### src/rtl/usbh_pkt_fifo_if.sv
// usbh_pkt_fifo_if: write/read port bundle for the packet-aware USB host FIFO.
//
// Handshake: a push is accepted on a rising clk_i edge when push_i && !full_o,
// and a pop is accepted when pop_i && !empty_o. Both qualifiers are sampled
// from the state before the edge. A strobe raised against the wrong flag is
// simply refused; the writer or reader keeps it up until the flag allows it.
// commit_i and rollback_i act on the whole pending packet on the same edge.
interface usbh_pkt_fifo_if #(
    parameter int WIDTH  = 8,
    parameter int ADDR_W = 6
);
    logic [WIDTH-1:0]  data_i;
    logic              push_i;
    logic              commit_i;
    logic              rollback_i;
    logic              flush_i;
    logic              pop_i;
    logic [WIDTH-1:0]  data_o;
    logic              full_o;
    logic              empty_o;
    logic [ADDR_W:0]   level_o;
    logic [ADDR_W:0]   space_o;
    logic              afull_o;
    logic              aempty_o;
    logic              overflow_o;
    logic              underflow_o;

    // Writer/reader side: drives the strobes and data and observes the status.
    modport master (
        output data_i, push_i, commit_i, rollback_i, flush_i, pop_i,
        input  data_o, full_o, empty_o, level_o, space_o, afull_o, aempty_o,
               overflow_o, underflow_o
    );

    // FIFO side.
    modport slave (
        input  data_i, push_i, commit_i, rollback_i, flush_i, pop_i,
        output data_o, full_o, empty_o, level_o, space_o, afull_o, aempty_o,
               overflow_o, underflow_o
    );
endinterface

### src/rtl/usbh_pkt_fifo.sv
// usbh_pkt_fifo: packet-aware FIFO for USB host RX buffering.
// Words are pushed speculatively behind a committed write pointer. commit_i
// publishes the pending packet to the reader, and rollback_i discards it
// (a bad-CRC packet, for example). The reader sees committed words only, and
// data_o falls through combinationally from the RAM at the read pointer.
// Optional macro USBH_PKT_FIFO_ERR_EN builds sticky overflow/underflow flags.
// Without the macro, those flags are tied low.
module usbh_pkt_fifo #(
    parameter int WIDTH      = 8,
    parameter int DEPTH      = 64,
    parameter int ADDR_W     = 6,
    parameter int AFULL_LVL  = 48,
    parameter int AEMPTY_LVL = 8
) (
    input  logic            clk_i,
    input  logic            rst_i,
    usbh_pkt_fifo_if.slave  bus
);
    localparam int CNT_W = ADDR_W + 1;
    localparam logic [CNT_W-1:0] DEPTH_C  = CNT_W'(DEPTH);
    localparam logic [CNT_W-1:0] AFULL_C  = CNT_W'(AFULL_LVL);
    localparam logic [CNT_W-1:0] AEMPTY_C = CNT_W'(AEMPTY_LVL);

    logic [WIDTH-1:0]  mem [DEPTH];
    logic [ADDR_W-1:0] rd_ptr_q, wr_ptr_q, cwr_ptr_q;
    logic [CNT_W-1:0]  used_q, pend_q;

    logic              full_w, empty_w, push_ok, pop_ok;
    logic [CNT_W-1:0]  level_w;
    logic [ADDR_W-1:0] wr_adv;
    logic [CNT_W-1:0]  used_adv;

    // Status comes from registered state only. The write pointer and the
    // occupancy are advanced by the accepted push and pop.
    always_comb begin
        level_w  = used_q - pend_q;
        full_w   = (used_q == DEPTH_C);
        empty_w  = (level_w == '0);
        push_ok  = bus.push_i && !full_w;
        pop_ok   = bus.pop_i && !empty_w;
        wr_adv   = wr_ptr_q + ADDR_W'(push_ok);
        used_adv = used_q + CNT_W'(push_ok) - CNT_W'(pop_ok);
    end

    // Storage write. The RAM holds no reset, so old contents survive a flush.
    always_ff @(posedge clk_i) begin
        if (push_ok) mem[wr_ptr_q] <= bus.data_i;
    end

    // Pointer and count update. Rollback takes priority over commit.
    always_ff @(posedge clk_i or posedge rst_i) begin
        if (rst_i) begin
            rd_ptr_q  <= '0;
            wr_ptr_q  <= '0;
            cwr_ptr_q <= '0;
            used_q    <= '0;
            pend_q    <= '0;
        end else if (bus.flush_i) begin
            rd_ptr_q  <= '0;
            wr_ptr_q  <= '0;
            cwr_ptr_q <= '0;
            used_q    <= '0;
            pend_q    <= '0;
        end else begin
            rd_ptr_q <= rd_ptr_q + ADDR_W'(pop_ok);
            if (bus.rollback_i) begin
                // The pending packet and any push in this cycle are dropped,
                // but a pop in this cycle still consumes a committed word.
                wr_ptr_q <= cwr_ptr_q;
                used_q   <= used_q - pend_q - CNT_W'(pop_ok);
                pend_q   <= '0;
            end else if (bus.commit_i) begin
                wr_ptr_q  <= wr_adv;
                cwr_ptr_q <= wr_adv;
                used_q    <= used_adv;
                pend_q    <= '0;
            end else begin
                wr_ptr_q <= wr_adv;
                used_q   <= used_adv;
                pend_q   <= pend_q + CNT_W'(push_ok);
            end
        end
    end

`ifdef USBH_PKT_FIFO_ERR_EN
    logic ovf_q, unf_q;

    // Sticky error flags. A full push is refused and flagged even when a pop
    // in the same cycle frees a slot.
    always_ff @(posedge clk_i or posedge rst_i) begin
        if (rst_i) begin
            ovf_q <= 1'b0;
            unf_q <= 1'b0;
        end else if (bus.flush_i) begin
            ovf_q <= 1'b0;
            unf_q <= 1'b0;
        end else begin
            if (bus.push_i && full_w) ovf_q <= 1'b1;
            if (bus.pop_i && empty_w) unf_q <= 1'b1;
        end
    end

    assign bus.overflow_o  = ovf_q;
    assign bus.underflow_o = unf_q;
`else
    assign bus.overflow_o  = 1'b0;
    assign bus.underflow_o = 1'b0;
`endif

    assign bus.data_o   = mem[rd_ptr_q];
    assign bus.full_o   = full_w;
    assign bus.empty_o  = empty_w;
    assign bus.level_o  = level_w;
    assign bus.space_o  = DEPTH_C - used_q;
    assign bus.afull_o  = (used_q >= AFULL_C);
    assign bus.aempty_o = (level_w <= AEMPTY_C);
endmodule

### src/flat_wrapper.sv
// flat-port wrapper written by rule: the top's interface ports become plain ports
module usbh_pkt_fifo_flat 
#(
    parameter int WIDTH      = 8,
    parameter int DEPTH      = 64,
    parameter int ADDR_W     = 6,
    parameter int AFULL_LVL  = 48,
    parameter int AEMPTY_LVL = 8
)
  (clk_i, rst_i, bus_data_i, bus_push_i, bus_commit_i, bus_rollback_i, bus_flush_i, bus_pop_i, bus_data_o, bus_full_o, bus_empty_o, bus_level_o, bus_space_o, bus_afull_o, bus_aempty_o, bus_overflow_o, bus_underflow_o);
  usbh_pkt_fifo_if #(.WIDTH(WIDTH), .ADDR_W(ADDR_W)) bus_i ();
  input  logic clk_i;
  input  logic rst_i;
  input wire logic [$bits(bus_i.data_i)-1:0] bus_data_i;
  input wire logic [$bits(bus_i.push_i)-1:0] bus_push_i;
  input wire logic [$bits(bus_i.commit_i)-1:0] bus_commit_i;
  input wire logic [$bits(bus_i.rollback_i)-1:0] bus_rollback_i;
  input wire logic [$bits(bus_i.flush_i)-1:0] bus_flush_i;
  input wire logic [$bits(bus_i.pop_i)-1:0] bus_pop_i;
  output wire logic [$bits(bus_i.data_o)-1:0] bus_data_o;
  output wire logic [$bits(bus_i.full_o)-1:0] bus_full_o;
  output wire logic [$bits(bus_i.empty_o)-1:0] bus_empty_o;
  output wire logic [$bits(bus_i.level_o)-1:0] bus_level_o;
  output wire logic [$bits(bus_i.space_o)-1:0] bus_space_o;
  output wire logic [$bits(bus_i.afull_o)-1:0] bus_afull_o;
  output wire logic [$bits(bus_i.aempty_o)-1:0] bus_aempty_o;
  output wire logic [$bits(bus_i.overflow_o)-1:0] bus_overflow_o;
  output wire logic [$bits(bus_i.underflow_o)-1:0] bus_underflow_o;
  assign bus_i.data_i = bus_data_i;
  assign bus_i.push_i = bus_push_i;
  assign bus_i.commit_i = bus_commit_i;
  assign bus_i.rollback_i = bus_rollback_i;
  assign bus_i.flush_i = bus_flush_i;
  assign bus_i.pop_i = bus_pop_i;
  assign bus_data_o = bus_i.data_o;
  assign bus_full_o = bus_i.full_o;
  assign bus_empty_o = bus_i.empty_o;
  assign bus_level_o = bus_i.level_o;
  assign bus_space_o = bus_i.space_o;
  assign bus_afull_o = bus_i.afull_o;
  assign bus_aempty_o = bus_i.aempty_o;
  assign bus_overflow_o = bus_i.overflow_o;
  assign bus_underflow_o = bus_i.underflow_o;
  usbh_pkt_fifo #(.WIDTH(WIDTH), .DEPTH(DEPTH), .ADDR_W(ADDR_W), .AFULL_LVL(AFULL_LVL), .AEMPTY_LVL(AEMPTY_LVL)) u_core (.clk_i(clk_i), .rst_i(rst_i), .bus(bus_i));
endmodule
### config.mk
export PLATFORM = sky130hd
export DESIGN_NAME = usbh_pkt_fifo_flat
export DESIGN_NICKNAME = d
export VERILOG_FILES = /design/src/rtl/usbh_pkt_fifo_if.sv /design/src/rtl/usbh_pkt_fifo.sv /design/src/flat_wrapper.sv
export SDC_FILE = /design/constraint.sdc
export NUM_CORES = 1
export LEC_CHECK = 0
export ABC_AREA = 1
export BUFFER_PORTS_ARGS = -buffer_cell sky130_fd_sc_hd__clkbuf_2
export CELL_PAD_IN_SITES_DETAIL_PLACEMENT = 1
export CELL_PAD_IN_SITES_GLOBAL_PLACEMENT = 1
export CORE_UTILIZATION = 46
export DETAILED_ROUTE_END_ITERATION = 12
export GPL_TIMING_DRIVEN = 0
export PLACE_DENSITY = 0.78
export SETUP_SLACK_MARGIN = 0.2
export SLEW_MARGIN = 20
export SYNTH_ARGS = -nofsm -noshare
export SYNTH_HDL_FRONTEND = slang
export SYNTH_SLANG_ARGS = --single-unit
### constraint.sdc
create_clock -name clk_i -period 3.6 [get_ports clk_i]
set_clock_uncertainty 0.05 [all_clocks]
set_input_delay 0.18 -clock clk_i [delete_from_list [all_inputs] [get_ports clk_i]]
set_output_delay 0.18 -clock clk_i [all_outputs]
set_load 0.005 [all_outputs]
==> metrics.md <==
| Metric | Value |
|---|---|
| Status | `completed` |
| Final setup fails | `0` |
| Final slew viol count | `0` |
| Post-synth EDFFs | `between 500 and 600` |
| CP Class | `flip-flop to flip-flop` |
| Top_reg_cell synth | `edfxtp_1` |
| Top cells by instance count after synthesis | `nand2_1, edfxtp_1, nand3_1` |
| Worst-Margin Slew | `908 ps` |
| Site row count | `just over 80` |
| M1 GR Usage | `between 30% and 40%` |
| Pre-antenna DRT Iters | `7` |
| Starting DRC count in detailed routing | `1652` |
| Seq. cell area | `approximately 0.016 mm²` |
| RSZ-0062 raised after global routing | `yes` |
| Syn_area_per_cell | `11.0 µm²` |
| I/O pin count | `43` |
| Critical path endpoint category | `flip-flop` |
| Synth async-reset ratio | `slightly below 6%` |
| Worst-skew pair later-pin latency | `roughly 630 ps` |
| Reg clk slew, reported paths | `60 ps` |
| Int Pwr | `approximately 12 mW` |
| Post-DP HPWL | `around 53000 µm` |
| Vias/cell | `about 5.8` |
| Logic pwr share | `between 20% and 30%` |
| Crit start category | `flip-flop` |
| Mapped Area | `about 0.023 mm²` |
| Final WL | `about 80000 µm` |
| Final cycle utilization of the critical path | `between 90% and 100%` |
| Post-synthesis compound-gate area fraction | `under 10%` |
| Nets | `between 2k and 2.5k` |
| Clock sink total | `approximately 540` |
| Largest net degree at the start of global routing | `65` |
| Initial core utilization | `a little under half` |
| GRT busiest layer | `met2` |
| Grt met2 use | `approximately half` |
| Register bit total from synthesis | `544` |
| GPL Wtd Cong | `between 0.9 and 1` |
| Psw | `5.36 mW` |
| Synth Area in Simple Gates | `a little under a quarter` |
| Inserted Diodes | `0` |
| Share of cells above drive strength 1 | `12.9%` |
| Leakage power | `10.2 nW` |
| Placed cell areas | `around 0.025 mm²` |
| Vias in the first global route | `18.2k` |
| Dpl ws | `-689 ps` |
| Global-route wire length before repair | `roughly 120000 µm` |
| Clock root buffer master | `clkbuf_16` |
| Synth unique cells | `31` |
| Num CTS Buffers | `between 50 and 60` |
| Slew Limit Headroom | `slightly below 40%` |
| Routed len/inst | `26.0 µm` |
| Switch share | `a little under a third` |
| Tot Pwr | `between 15 and 20 mW` |
| Mapped Cells | `2137` |
| Final hold vios | `0` |
| Port Buffers | `39` |
| Met3 Track Usage GR | `between 5 and 6%` |
| Min-delay worst type | `primary input to flip-flop` |
| Synthesized-area fraction occupied by xor and xnor cells | `less than 1%` |
| Leading area contributor after synthesis | `edfxtp_1` |
| Die height | `228 µm` |
| Min-Delay Path Depth | `1` |
| Core area | `slightly above 0.05 mm²` |
| Number of antenna violations at the first check in global routing | `0` |
| Die span in x | `roughly 230 µm` |
| Worst path arrival time | `roughly 4000 ps` |
| Fmax achieved | `roughly 280 MHz` |
| Die area | `slightly above 0.05 mm²` |
| Via count | `~17k` |
| Area Growth Syn to Fin | `14.8%` |
| Synth Area in Adders | `approximately 1.7%` |
| Multi-input logic area | `0.00652 mm²` |
| Grt ovf | `0` |
| Synth top area cells | `edfxtp_1, nand2_1, nand3_1, dfrtp_1, nor2_1` |
| CTS tree | `yes` |
| Syn. warnings | `0` |
| R2R depth | `23` |
| Seq pwr share | `between 40% and 50%` |
| Mux contribution to synthesized area | `0%` |
| Fin worst setup slack | `58.9 ps` |
| Fin crit period | `around 3500 ps` |
| Fin util | `about 54%` |
| Main combinational cell family by area after synthesis | `simple AND/OR/NAND/NOR gates` |
| All-Layer GR Usage | `about 30%` |
| Max-Cap Viols | `0` |
| Req. time, crit path | `between 4000 and 5000 ps` |
| Worst vdd ir | `between 400 and 500 µV` |
| Fill cells | `approximately 5.4k` |
| H-tree lvl count | `2` |
| PD cells | `between 600 and 700 mW/mm²` |
| Detailed-route DRC error count | `0` |
| Post-synth top area share | `about 66%` |
| Most frequent cell after synthesis | `nand2_1` |
| Max clock buf depth | `3` |
| Clock network fraction of total power | `roughly a third` |
| Antenna Nets Post-Route | `0` |
| Seq/Total Area, Yosys | `just under 70%` |
| Crit-path max FO | `4` |
| Design area | `roughly 0.027 mm²` |
per-stage QoR:
step	hold slack, ps	std cells	setup TNS, ps
2_1_floorplan	229	2138	0
3_3_place_gp	419	2849	-33340
3_5_place_dp	68.0	2854	-88110
4_1_cts	0.541	2978	-111
5_1_grt	57.1	2991	-132
6_report	50.3	2991	0
repair_timing:
item,in CTS,in global routing
pin swaps,3,15
setup endpoints to repair,518,6
hold buffers,6,0
hold endpoints to repair,60,0
setup buffers,15,13
resized for setup,44,24
sequential cells by signal, indices dropped and copies added (netlist names):
register and cells:
u_core.pend_q 7, u_core.rd_ptr_q 6, u_core.mem 512, u_core.used_q 7
u_core.wr_ptr_q 6, u_core.cwr_ptr_q 6
cells by family (layout without fill, tap and decap cells):
kind of cell    Yosys count  count (layout)
other cells               1               2
simple gates           1302            1302
fa+ha+maj                30              30
flops                   544             544
buf+inv                 194             375
compound gates           58              58
xor+xnor                  8               8
layout make-up:
cell class	instances	area share (%)
Multi-Input combinational cell	1400	24.2
Clock buffer	72	5.51
Clock inverter	31	1.14
Buffer	117	2.62
Timing Repair Buffer	78	2.20
Sequential cell	544	60.1
Inverter	77	1.10
Tap cell	672	3.12
critical path: stages (launching register included):
cell     delay [ps]
dfrtp_1         400
inv_2           120
ha_4            150
inv_4            40
fa_2            430
nand2_2          90
nand3_2          50
nand2_1          80
nand2_2         100
nand3_4         120
nor2_4           50
nor2_4          160
ha_4            230
inv_4            60
ha_4            130
inv_2            40
fa_2            370
nor2_4          130
o21ai_1          60
nand2_1         100
xor2_2          210
a21oi_2          80
o21ai_1         110
inv_1            50
power by group through the flow:
stage          clock, mW  sequential, mW  combinational, mW
4_1_cts             5.80            7.08               3.84
5_1_grt             6.00            7.09               4.37
6_report            5.76            7.08               4.05
3_3_place_gp           0            7.21               3.52
2_1_floorplan          0            7.19               2.15
3_5_place_dp           0            7.21               3.68
metal layers:
layer / routed length, µm / vias to the layer above
met1: 30700 / 8728
met2: 37700 / 750
li1: - / 7669
met4: 3080 / 0
met5: 0 / -
met3: 6340 / 165
layout by cell type, fill, tap and decap left out, types with 17 or more instances in the layout:
cell type and instances:
buf_2 58, buf_4 56, nor2_1 80, o21ai_0 20
clkbuf_1 30, nand3_1 448, nand2_1 720, inv_1 64
ha_1 22, clkbuf_2 32, a21oi_1 22, clkinv_1 17
edfxtp_1 512, clkbuf_16 57, dfrtp_1 32
worst paths after layout:
check | from | endpoint | slack, ps
setup / recovery | u_core.used_q[0] | u_core.used_q[4] | 60
hold / removal | bus_data_i[3] | u_core.mem[13][3] | 50
setup reg to reg | u_core.used_q[0] | u_core.used_q[4] | 60
hold reg to reg | u_core.cwr_ptr_q[2] | u_core.cwr_ptr_q[2] | 450
max in group asynchronous | rst_i | u_core.pend_q[4] | 2520
min in group asynchronous | rst_i | u_core.rd_ptr_q[1] | 540
No activity file was read; power rests on OpenSTA's default activity.
